File: src/rtl/gpio_pkg.sv
// Shared constants and helpers for the wb_gpio Wishbone GPIO block.
package gpio_pkg;

    localparam int GPIO_MAX_WIDTH = 32;
    localparam int GPIO_DEB_CNT_W = 8;

    localparam logic [2:0] GPIO_REG_IN   = 3'd0;
    localparam logic [2:0] GPIO_REG_OUT  = 3'd1;
    localparam logic [2:0] GPIO_REG_MASK = 3'd2;
    localparam logic [2:0] GPIO_REG_EDGE = 3'd3;
    localparam logic [2:0] GPIO_REG_PEND = 3'd4;

    // Width of a counter that must hold 0..(clkFreq/1000 - 1).
    function automatic int prescWidth(input int clkFreq);
        int period;
        period = clkFreq / 1000;
        return (period <= 2) ? 1 : $clog2(period);
    endfunction

    function automatic logic [GPIO_MAX_WIDTH-1:0] laneMask(input logic [3:0] sel);
        return {{8{sel[3]}}, {8{sel[2]}}, {8{sel[1]}}, {8{sel[0]}}};
    endfunction

endpackage

File: src/rtl/gpio_debounce.sv
// One GPIO input bit: 2-flop synchroniser followed by an optional tick-based
// debouncer (present only when GPIO_DEBOUNCE_EN is defined).
module gpio_debounce
    import gpio_pkg::*;
#(
    parameter int debounce_ms = 5
) (
    input  logic clk,
    input  logic reset,
    input  logic i_tick,
    input  logic i_raw,
    output logic o_level
);

    logic r_sync1;
    logic r_sync2;

    always_ff @(posedge clk) begin
        if (reset) begin
            r_sync1 <= 1'b0;
            r_sync2 <= 1'b0;
        end else begin
            r_sync1 <= i_raw;
            r_sync2 <= r_sync1;
        end
    end

`ifdef GPIO_DEBOUNCE_EN
    logic [GPIO_DEB_CNT_W-1:0] r_cnt;
    logic                      r_level;

    // Any tick where the synchronised value still agrees with the accepted
    // level restarts the count, so a glitch never accumulates across windows.
    always_ff @(posedge clk) begin
        if (reset) begin
            r_cnt   <= '0;
            r_level <= 1'b0;
        end else if (r_sync2 == r_level) begin
            r_cnt <= '0;
        end else if (i_tick) begin
            if (r_cnt == GPIO_DEB_CNT_W'(debounce_ms - 1)) begin
                r_level <= r_sync2;
                r_cnt   <= '0;
            end else begin
                r_cnt <= r_cnt + GPIO_DEB_CNT_W'(1);
            end
        end
    end

    assign o_level = r_level;
`else
    logic w_unused_cfg;
    assign w_unused_cfg = i_tick ^ (debounce_ms == 0);
    assign o_level      = r_sync2;
`endif

endmodule

File: src/rtl/wb_gpio.sv
// Wishbone GPIO slave: debounced inputs, OUT/MASK/EDGE/PEND registers and a
// registered level interrupt. Debounce/prescaler built only with GPIO_DEBOUNCE_EN.
module wb_gpio
    import gpio_pkg::*;
#(
    parameter int clk_freq    = 50000000,
    parameter int debounce_ms = 5,
    parameter int in_width    = 12,
    parameter int out_width   = 8
) (
    input  logic                 clk,
    input  logic                 reset,
    input  logic [31:0]          wb_adr_i,
    input  logic [31:0]          wb_dat_i,
    output logic [31:0]          wb_dat_o,
    input  logic [3:0]           wb_sel_i,
    input  logic                 wb_stb_i,
    input  logic                 wb_cyc_i,
    input  logic                 wb_we_i,
    output logic                 wb_ack_o,
    input  logic [in_width-1:0]  gpio_in,
    output logic [out_width-1:0] gpio_out,
    output logic                 intr
);

    logic w_tick;

`ifdef GPIO_DEBOUNCE_EN
    localparam int PERIOD  = clk_freq / 1000;
    localparam int PRESC_W = prescWidth(clk_freq);

    logic [PRESC_W-1:0] r_presc;

    assign w_tick = (r_presc == PRESC_W'(PERIOD - 1));

    always_ff @(posedge clk) begin
        if (reset) begin
            r_presc <= '0;
        end else if (w_tick) begin
            r_presc <= '0;
        end else begin
            r_presc <= r_presc + PRESC_W'(1);
        end
    end
`else
    logic w_unused_cfg;
    assign w_unused_cfg = (clk_freq == 0);
    assign w_tick       = 1'b0;
`endif

    logic [in_width-1:0] w_level;

    for (genvar g = 0; g < in_width; g++) begin : g_in
        gpio_debounce #(
            .debounce_ms(debounce_ms)
        ) u_deb (
            .clk    (clk),
            .reset  (reset),
            .i_tick (w_tick),
            .i_raw  (gpio_in[g]),
            .o_level(w_level[g])
        );
    end

    logic [out_width-1:0] r_out;
    logic [in_width-1:0]  r_mask;
    logic [in_width-1:0]  r_edge;
    logic [in_width-1:0]  r_pend;
    logic [in_width-1:0]  r_level_d;
    logic                 r_ack;
    logic [31:0]          r_dat;
    logic                 r_intr;

    logic                 w_access;
    logic                 w_write;
    logic [2:0]           w_idx;
    logic [31:0]          w_lane;
    logic [in_width-1:0]  w_wr_in;
    logic [out_width-1:0] w_wr_out;
    logic [in_width-1:0]  w_edge;
    logic [in_width-1:0]  w_clr;
    logic [31:0]          w_rdata;
    logic                 w_unused_bus;

    assign w_access = wb_stb_i & wb_cyc_i & ~r_ack;
    assign w_write  = w_access & wb_we_i;
    assign w_idx    = wb_adr_i[4:2];
    assign w_lane   = laneMask(wb_sel_i);
    assign w_wr_in  = w_lane[in_width-1:0];
    assign w_wr_out = w_lane[out_width-1:0];
    assign w_edge   = (w_level & ~r_level_d & ~r_edge) | (~w_level & r_level_d & r_edge);
    assign w_clr    = (w_write && w_idx == GPIO_REG_PEND) ? (wb_dat_i[in_width-1:0] & w_wr_in) : '0;

    assign w_unused_bus = ^{wb_adr_i[31:5], wb_adr_i[1:0], wb_dat_i, w_lane};

    always_comb begin
        w_rdata = '0;
        case (w_idx)
            GPIO_REG_IN:   w_rdata = 32'(w_level);
            GPIO_REG_OUT:  w_rdata = 32'(r_out);
            GPIO_REG_MASK: w_rdata = 32'(r_mask);
            GPIO_REG_EDGE: w_rdata = 32'(r_edge);
            GPIO_REG_PEND: w_rdata = 32'(r_pend);
            default:       w_rdata = '0;
        endcase
    end

    // Writes and read data both land on the edge that raises ack; a new
    // edge event outranks a simultaneous W1C of the same PEND bit.
    always_ff @(posedge clk) begin
        if (reset) begin
            r_out     <= '0;
            r_mask    <= '0;
            r_edge    <= '0;
            r_pend    <= '0;
            r_level_d <= '0;
            r_ack     <= 1'b0;
            r_dat     <= '0;
            r_intr    <= 1'b0;
        end else begin
            r_ack     <= w_access;
            r_dat     <= (w_access & ~wb_we_i) ? w_rdata : '0;
            r_level_d <= w_level;
            r_pend    <= (r_pend & ~w_clr) | w_edge;
            r_intr    <= |(r_pend & r_mask);
            if (w_write) begin
                case (w_idx)
                    GPIO_REG_OUT:  r_out  <= (r_out & ~w_wr_out) | (wb_dat_i[out_width-1:0] & w_wr_out);
                    GPIO_REG_MASK: r_mask <= (r_mask & ~w_wr_in) | (wb_dat_i[in_width-1:0] & w_wr_in);
                    GPIO_REG_EDGE: r_edge <= (r_edge & ~w_wr_in) | (wb_dat_i[in_width-1:0] & w_wr_in);
                    default: ;
                endcase
            end
        end
    end

    assign wb_ack_o = r_ack;
    assign wb_dat_o = r_dat;
    assign gpio_out = r_out;
    assign intr     = r_intr;

endmodule

File: config.mk
export PLATFORM = sky130hd
export DESIGN_NAME = wb_gpio
export DESIGN_NICKNAME = d
export VERILOG_FILES = /design/src/rtl/gpio_pkg.sv /design/src/rtl/gpio_debounce.sv /design/src/rtl/wb_gpio.sv
export SDC_FILE = /design/constraint.sdc
export NUM_CORES = 1
export LEC_CHECK = 0
export CAP_MARGIN = 25
export CORE_MARGIN = 2
export CORE_UTILIZATION = 35
export CTS_CLUSTER_SIZE = 30
export DETAILED_ROUTE_END_ITERATION = 10
export GPL_TIMING_DRIVEN = 0
export PLACE_DENSITY = 0.71
export SETUP_SLACK_MARGIN = 0.02
export SYNTH_ARGS = -nofsm -noshare
export SYNTH_HDL_FRONTEND = slang
export SYNTH_SLANG_ARGS = --single-unit
File: constraint.sdc
create_clock -name clk -period 2.1 [get_ports clk]
set_input_delay 0.42 -clock clk [delete_from_list [all_inputs] [get_ports clk]]
set_output_delay 0.42 -clock clk [all_outputs]
set_load 0.05 [all_outputs]
==> results of run 1 <==
-- metal layers --
layer | GRT usage | vias to the layer above
li1 | - | 1480
met4 | 0.0696 | 0
met3 | 0.0447 | 21
met5 | 0 | -
met2 | 0.283 | 140
met1 | 0.218 | 1459
-- power by group --
| part | internal [mW] | leakage [nW] | switching (mW) |
|---|---|---|---|
| Combinational | 0.162 | 1.08 | 0.220 |
| Clock | 1.03 | 0.146 | 0.639 |
| Sequential | 1.83 | 0.765 | 0.0303 |
| Total | 3.02 | 1.99 | 0.889 |
-- cell families (layout without fill, tap and decap cells) --
kind of cell           Yosys count  count (layout)  synth area share
other                            1              21          0.000949
muxes                           41              41             0.104
and+or+nand+nor                120             120             0.212
DFF                             94              94             0.476
buffers and inverters           58             127            0.0805
AOI/OAI and AO/OA               69              69             0.126
-- worst register-to-register path: stages (launching register included) --
cell and delay, ns:
sky130_fd_sc_hd__dfxtp_1 0.33, sky130_fd_sc_hd__nand4b_1 0.33, sky130_fd_sc_hd__clkbuf_1 0.38, sky130_fd_sc_hd__o41ai_1 0.36
sky130_fd_sc_hd__a31oi_1 0.13
-- final timing paths --
kind                                      end  slack (ns)  cells past startpoint
min                    wb_dat_o[4]$_SDFF_PP0_        0.39                      3
max reg2reg              r_pend[3]$_SDFF_PP0_        0.43                      4
min reg2reg  g_in[6].u_deb.o_level$_SDFF_PP0_        0.43                      1
max                               gpio_out[6]        0.12                      1
-- area by class of cell --
class	instances	area (µm²)
fill	1010	5890
sequential	94	1880
clock buffer	11	233
inverter	15	56.3
antenna	1	2.50
clock inverter	4	72.6
timing repair buffer	54	536
multi-input combinational	250	1820
buffer	43	264
tap	140	175
-- cell usage after synthesis (3+ instances only) --
| master | count |
|---|---|
| sky130_fd_sc_hd__a22oi_1 | 15 |
| sky130_fd_sc_hd__nor2b_1 | 36 |
| sky130_fd_sc_hd__a31oi_1 | 13 |
| sky130_fd_sc_hd__or3b_2 | 11 |
| sky130_fd_sc_hd__o41ai_1 | 12 |
| sky130_fd_sc_hd__dfxtp_1 | 94 |
| sky130_fd_sc_hd__buf_4 | 21 |
| sky130_fd_sc_hd__buf_2 | 3 |
| sky130_fd_sc_hd__mux2i_1 | 41 |
| sky130_fd_sc_hd__clkbuf_1 | 15 |
| sky130_fd_sc_hd__nand2b_1 | 44 |
| sky130_fd_sc_hd__a21oi_1 | 13 |
| sky130_fd_sc_hd__a221oi_1 | 3 |
| sky130_fd_sc_hd__nand3b_1 | 12 |
| sky130_fd_sc_hd__a2bb2oi_1 | 7 |
| sky130_fd_sc_hd__a22o_1 | 3 |
| sky130_fd_sc_hd__inv_1 | 14 |
-- cells in the final DEF, fill, tap and decap left out, drive strengths merged, types with 13 or more instances in the layout --
master,instances
a31oi,13
conb,20
a22oi,15
clkbuf,28
mux2i,41
clkdlybuf4s50,52
inv,15
dfxtp,94
nor2b,36
a21oi,13
nand2b,45
buf,28
-- per-stage QoR --
stage / hold WS (ns) / utilization
after floorplan: 0.414 / -
after global routing: 0.387 / 0.461
after global placement: 0.420 / 0.431
after CTS: 0.377 / 0.459
final: 0.387 / 0.461
after detailed placement: 0.421 / 0.431
-- repair_timing --
item / 4_1_cts / 5_1_grt
setup endpoints to repair: 10 / 1
setup buffers: 0 / 2
resized for setup: 2 / 0
pin swaps: 0 / 1
==> PnR_summary.wiki, run 1 <==
{| class="wikitable"
! Metric !! Value
|-
| Async set-reset flop share out of synthesis || 0
|-
| Post-DR vias/cell || 5.07
|-
| Placement-stage cell area || 4720 µm²
|-
| Actual transition at the worst max-transition pin || 0.664 ns
|-
| Clock network latency to the later pin of the worst-skew pair || between 0.3 and 0.4 ns
|-
| Die Area || 12200 µm²
|-
| Top Ports || 127
|-
| Most area-hungry cell type in the Yosys netlist || sky130_fd_sc_hd__dfxtp_1
|-
| Deepest clock path buffer count || 2
|-
| CTS Hold Buffers Added || 0
|-
| Run status || complete, no violations
|-
| Initial antenna violation count || 1
|-
| Critical Path End Type || primary output
|-
| Power density over the cells || about 780 nW/µm²
|-
| Post-layout net count || 552
|-
| Synth Instances || 383
|-
| Die span in y || 110 µm
|-
| Start point of the worst min-delay path || wb_adr_i[4]
|-
| Number of enable flip-flop cells after synthesis || 0
|-
| # setup viols final || 0
|-
| Count of antenna-violating nets left after detailed routing || 0
|-
| Root Buffer || sky130_fd_sc_hd__clkbuf_16
|-
| Port buffer count || 52
|-
| Post-synthesis sequential area ratio || 0.476
|-
| Synthesized area divided by synthesized cell count || 10.3 µm²
|-
| Max-capacitance violation count || 0
|-
| Slowest cell on crit path || sky130_fd_sc_hd__clkdlybuf4s50_1
|-
| First-pass iteration count of the detailed router || 5
|-
| Wirelength, routed || 10.2 mm
|-
| Commonest register cell after synthesis || sky130_fd_sc_hd__dfxtp_1
|-
| Syn. warnings || 0
|-
| Largest incremental delay on the critical path || 0.83 ns
|-
| Maximum net fanout on the critical path || 3
|-
| Cells taking the most area after synthesis || sky130_fd_sc_hd__dfxtp_1 48%, sky130_fd_sc_hd__mux2i_1 10%, sky130_fd_sc_hd__nand2b_1 7.0%, sky130_fd_sc_hd__nor2b_1 5.7%, sky130_fd_sc_hd__buf_4 4.0%
|-
| TritonCTS clock tree || done
|-
| Area share of the leading cell type in the synthesized netlist || 0.476
|-
| Startpoint type of the worst setup path || register
|-
| Combined buffer and inverter count along the critical path || 1
|-
| Overall power || 3.91 mW
|-
| Count of final hold-check violations || 0
|-
| Launch instance of the worst register-to-register path || wb_ack_o$_SDFF_PP0_
|-
| Remaining DRCs || 0
|-
| Arrival @ worst endpoint || 1.56 ns
|-
| Clock buffers created by TritonCTS || 9
|-
| Worst path top cell family by delay || buffers and inverters
|-
| Last weighted congestion value of the routability-driven placer || 0.855
|-
| Global-route wire length before repair || 15.6 mm
|-
| Layout Cells excl Fill || 612
|-
| Count of final max-slew check failures || 0
|-
| Detail Placement HPWL || 7.17 mm
|-
| Number of levels in the clock H-tree || 3
|-
| Number of cells in the design after placement || 594
|-
| Post-synthesis cell area || 3950 µm²
|-
| Die X-Extent || about 110 µm
|-
| Clock period minus final worst setup slack || 1.98 ns
|-
| Cell row count || 38
|-
| Non-Filler Cell Area, Final || 5040 µm²
|-
| Pin count of the biggest net entering global routing || 15
|-
| Lkg Pwr || roughly 2 nW
|-
| Fraction of final layout cells with drive strength greater than 1 || 0.132
|-
| PnR worst setup slack || 0.121 ns
|-
| Slew margin rel. || 0.558
|-
| Peak clock frequency supported by timing || 505 MHz
|-
| Number of synthesized register bits || 94
|-
| Starting density of the core || 0.361
|-
| Length of routed met2 wiring || 4.76 mm
|-
| Path class of the lowest-slack min-delay path || input port to register
|-
| Clock-pin slew on the worst setup and hold paths || 0.06 ns
|-
| WL met3 || between 800 and 900 µm
|-
| Clock tree sinks || 94
|-
| Via count of the first global-routing pass || 2995
|-
| Remaining global-route overflow || 0
|-
| Critical path class || register to primary output
|-
| Average wire per cell in the routed design || 16.7 µm
|-
| Core Region || 10900 µm²
|-
| Detailed-route via count || 3100
|-
| Required time of the worst setup path || 1.68 ns
|-
| Cell chain of the critical path || clkdlybuf4s50_1
|-
| Initial DRC Count || 204
|-
| Total routing resource utilization after global routing || 0.173
|-
| Met1 WL || 4.39 mm
|-
| Pre-CTS setup slack || -0.555 ns
|-
| RSZ-0062 raised after global routing || false
|-
| Highest metal used || met4
|-
| Worst IR drop on VDD || 0.000392 V
|-
| Clock skew after layout || roughly 0.0047 ns
|-
| Aggregate negative setup slack || 0 ns
|-
| Number of unique standard cell types used by synthesis || 38
|-
| Fraction of the cycle the final worst path needs || 0.942
|-
| Synthesis-to-finish area growth || 27.7%
|}
Power figures use the tool's default switching activity.
==> run 2: changes to the inputs <==
--- a/config.mk
+++ b/config.mk
@@ -5,8 +5,9 @@
 export SDC_FILE = /design/constraint.sdc
 export NUM_CORES = 1
 export LEC_CHECK = 0
+export ABC_AREA = 1
 export CAP_MARGIN = 25
-export CORE_MARGIN = 2
+export CORE_MARGIN = 4
 export CORE_UTILIZATION = 35
 export CTS_CLUSTER_SIZE = 30
 export DETAILED_ROUTE_END_ITERATION = 10
==> PnR_summary.wiki, run 2 <==
{| class="wikitable"
! Metric !! Value
|-
| Run status || complete, no violations
|-
| Synthesis-to-finish area growth || 27.8%
|-
| Deepest clock path buffer count || 2 (unchanged)
|-
| CTS Hold Buffers Added || 0 (unchanged)
|-
| Syn. warnings || 0 (unchanged)
|-
| Most common library cells after synthesis || 135 x sky130_fd_sc_hd__nand2_1, 98 x sky130_fd_sc_hd__nor2_1, 94 x sky130_fd_sc_hd__dfxtp_1
|-
| Peak clock frequency supported by timing || 510 MHz (+0.87%)
|-
| Top Ports || 127 (unchanged)
|-
| Number of levels in the clock H-tree || 3 (unchanged)
|-
| Commonest cells after routing, fill and taps aside || 135 x sky130_fd_sc_hd__nand2_1, 98 x sky130_fd_sc_hd__nor2_1, 94 x sky130_fd_sc_hd__dfxtp_1
|-
| Remaining global-route overflow || 0 (unchanged)
|-
| Core Region || 11000 µm² (+0.87%)
|-
| Pre-CTS setup slack || 0.0367 ns (+0.592 ns)
|-
| Die X-Extent || 115 µm (+4.5%)
|-
| Critical Path End Type || primary output
|-
| Total routing resource utilization after global routing || 0.163 (-0.0102)
|-
| Largest incremental delay on the critical path || 0.82 ns (about the same)
|-
| Actual transition at the worst max-transition pin || 0.686 ns (+0.0224 ns)
|-
| Diode count || 0 (-1)
|-
| Wirelength, routed || 10.3 mm (+0.67%)
|-
| Die span in y || 115 µm (+4.5%)
|-
| Average wire per cell in the routed design || 12.8 µm (-23%)
|-
| Slowest cell on crit path || sky130_fd_sc_hd__clkdlybuf4s50_1
|-
| Post-CTS Resized || 0 (-2)
|-
| TritonCTS clock tree || done
|-
| PnR worst setup slack || 0.139 ns (+0.0171 ns)
|-
| Fraction of the core area covered by cells at the end of the flow || 0.466 (+0.00465)
|-
| Filler instances || 1074 (+6.3%)
|-
| Aggregate negative setup slack || 0 ns (unchanged)
|-
| Via count of the first global-routing pass || 3440 (+15%)
|-
| Post-layout net count || 742 (+34%)
|-
| Last weighted congestion value of the routability-driven placer || 0.891 (+4.2%)
|-
| Area share of the leading cell type in the synthesized netlist || 0.468 (-0.00816)
|-
| Async set-reset flop share out of synthesis || 0 (unchanged)
|-
| Pin count of the biggest net entering global routing || 16 (+1)
|-
| Power density over the cells || 776 nW/µm² (about the same)
|-
| Required time of the worst setup path || 1.68 ns (about the same)
|-
| Initial antenna violation count || 0 (-1)
|-
| Cells taking the most area after synthesis || sky130_fd_sc_hd__dfxtp_1 47%, sky130_fd_sc_hd__nand2_1 13%, sky130_fd_sc_hd__nor2_1 9.2%, sky130_fd_sc_hd__inv_1 7.8%, sky130_fd_sc_hd__nand3_1 5.0%
|-
| Count of antenna-violating nets left after detailed routing || 0 (unchanged)
|-
| Post-DR vias/cell || 4.58 (-9.7%)
|-
| Count of final hold-check violations || 0 (unchanged)
|-
| Count leader, synth || sky130_fd_sc_hd__nand2_1
|-
| Synthesized area divided by synthesized cell count || 7.03 µm² (-32%)
|-
| Combined buffer and inverter count along the critical path || 1 (unchanged)
|-
| Clock network latency to the later pin of the worst-skew pair || 0.35 ns (+0.02 ns)
|-
| First-pass iteration count of the detailed router || 5 (unchanged)
|-
| Clock skew after layout || 0.00640 ns (+0.00168 ns)
|-
| Remaining DRCs || 0 (unchanged)
|-
| Starting density of the core || 0.364 (+0.00312)
|-
| Number of cells in the design after placement || 786 (+32%)
|-
| Die Area || 13300 µm² (+9.1%)
|-
| Max-capacitance violation count || 0 (unchanged)
|-
| RSZ-0062 raised after global routing || false
|-
| Post-CTS Setup Inserts || 0 (unchanged)
|-
| Layout Cells excl Fill || 801 (+31%)
|-
| Count of final max-slew check failures || 0 (unchanged)
|-
| Detailed-route via count || 3665 (+18%)
|-
| Most frequent standard cell in the layout excluding fill and tap cells || sky130_fd_sc_hd__nand2_1
|-
| Fraction of the cycle the final worst path needs || 0.934 (-0.00816)
|-
| Worst IR drop on VDD || 0.000409 V (+4.4%)
|-
| Most area-hungry cell type in the Yosys netlist || sky130_fd_sc_hd__dfxtp_1
|-
| # setup viols final || 0 (unchanged)
|-
| Lkg Pwr || 2.18 nW (+9.5%)
|-
| Clock-pin slew on the worst setup and hold paths || 0.06 ns (about the same)
|-
| Root Buffer || sky130_fd_sc_hd__clkbuf_16
|-
| Arrival @ worst endpoint || 1.54 ns (-0.02 ns)
|-
| Detail Placement HPWL || 7.60 mm (+5.9%)
|-
| Number of unique standard cell types used by synthesis || 25 (-34%)
|-
| Cell row count || 38 (unchanged)
|-
| Number of enable flip-flop cells after synthesis || 0 (unchanged)
|-
| Initial DRC Count || 308 (+51%)
|-
| Clock tree sinks || 94 (unchanged)
|-
| Fraction of final layout cells with drive strength greater than 1 || 0.0968 (-0.0348)
|-
| Cell chain of the critical path || clkdlybuf4s50_1
|-
| Number of synthesized register bits || 94 (unchanged)
|-
| Global-route wire length before repair || 16.7 mm (+7.3%)
|-
| Startpoint type of the worst setup path || register
|-
| Synth Instances || 572 (+49%)
|-
| Post-synthesis sequential area ratio || 0.468 (-0.00816)
|-
| Commonest register cell after synthesis || sky130_fd_sc_hd__dfxtp_1
|-
| Path class of the lowest-slack min-delay path || register to register
|-
| Worst path top cell family by delay || buffers and inverters
|-
| Clock buffers created by TritonCTS || 9 (unchanged)
|-
| Maximum net fanout on the critical path || 3 (unchanged)
|-
| Clock period minus final worst setup slack || 1.96 ns (-0.0171 ns)
|-
| Port buffer count || 55 (+5.8%)
|-
| Critical path class || register to primary output
|-
| Slew margin rel. || 0.543 (-0.0149)
|-
| Post-synthesis cell area || 4020 µm² (+1.7%)
|}
## run 2: cell count changes in the layout (fill, tap and decap cells not counted), moves of 12 or more
cell | previous run | this run
sky130_fd_sc_hd__a22oi_1 | 15 | 0
sky130_fd_sc_hd__a21oi_1 | 13 | 28
sky130_fd_sc_hd__o21ai_0 | 1 | 31
sky130_fd_sc_hd__inv_1 | 14 | 83
sky130_fd_sc_hd__nand3b_1 | 12 | 0
sky130_fd_sc_hd__nand3_1 | 1 | 40
sky130_fd_sc_hd__nor2_1 | 1 | 98
sky130_fd_sc_hd__a31oi_1 | 13 | 0
sky130_fd_sc_hd__nor2b_1 | 36 | 0
sky130_fd_sc_hd__nand2_1 | 0 | 135
sky130_fd_sc_hd__mux2i_1 | 41 | 0
sky130_fd_sc_hd__o41ai_1 | 12 | 0
sky130_fd_sc_hd__nand2b_1 | 44 | 0
## run 2: path summary, 6_finish.rpt
path | start | to | slack, ns | cells after the start
worst min-delay path | g_in[3].u_deb.r_sync1$_SDFF_PP0_ | g_in[3].u_deb.o_level$_SDFF_PP0_ | 0.40 | 2
worst max-delay path | register | gpio_out[0] | 0.14 | 1
worst min register to register | g_in[3].u_deb.r_sync1$_SDFF_PP0_ | g_in[3].u_deb.o_level$_SDFF_PP0_ | 0.40 | 2
worst max register to register | wb_ack_o$_SDFF_PP0_ | register | 0.67 | 6
## run 2: report_power, final
part           leakage (nW)  switching (mW)  total (mW)  internal, mW
registers             0.765          0.0247        1.85          1.83
clock network         0.159           0.678        1.75          1.07
logic                  1.26           0.247       0.386         0.139
total                  2.18           0.949        3.99          3.04
## run 2: cell families (layout without fill, tap and decap cells)
| family | count (synthesis) | count (layout) | share of synthesized area |
|---|---|---|---|
| buffers and inverters | 124 | 194 | 0.145 |
| AOI/OAI and AO/OA | 61 | 61 | 0.0760 |
| and+or+nand+nor | 292 | 292 | 0.310 |
| other | 1 | 20 | 0.000933 |
| DFF | 94 | 94 | 0.468 |
## run 2: cell type report
cell class | count | area [µm²] | share of cell area
buffer | 38 | 259 | 0.0504
clock buffer | 10 | 239 | 0.0465
clock inverter | 5 | 82.6 | 0.0161
inverter | 86 | 324 | 0.0631
multi-input combinational | 373 | 1630 | 0.316
sequential | 94 | 1880 | 0.366
tap | 140 | 175 | 0.0341
timing repair buffer | 55 | 551 | 0.107
## run 2: routing by layer
metal / GRT usage / wire length, µm / up-vias
li1: - / - / 1876
met5: 0 / 0 / -
met4: 0.0806 / 278 / 0
met1: 0.199 / 4310 / 1613
met2: 0.268 / 4840 / 156
met3: 0.0405 / 836 / 20
## run 2: through the flow
stage	cell area, µm²	hold WS (ns)	power, mW
after floorplan	4090	0.388	2.14
after global placement	4820	0.389	2.27
after detailed placement	4820	0.396	2.28
after CTS	5140	0.405	4.02
after global routing	5140	0.413	4.14
final	5140	0.403	3.99
## run 2: worst reg2reg max path, cell delays in order, from the launching register on
cell and delay [ns]:
sky130_fd_sc_hd__dfxtp_1 0.31, sky130_fd_sc_hd__inv_1 0.12, sky130_fd_sc_hd__nand3_2 0.13, sky130_fd_sc_hd__nor2_4 0.25, sky130_fd_sc_hd__nand3_2 0.26, sky130_fd_sc_hd__nand2_1 0.14
sky130_fd_sc_hd__a21oi_1 0.08
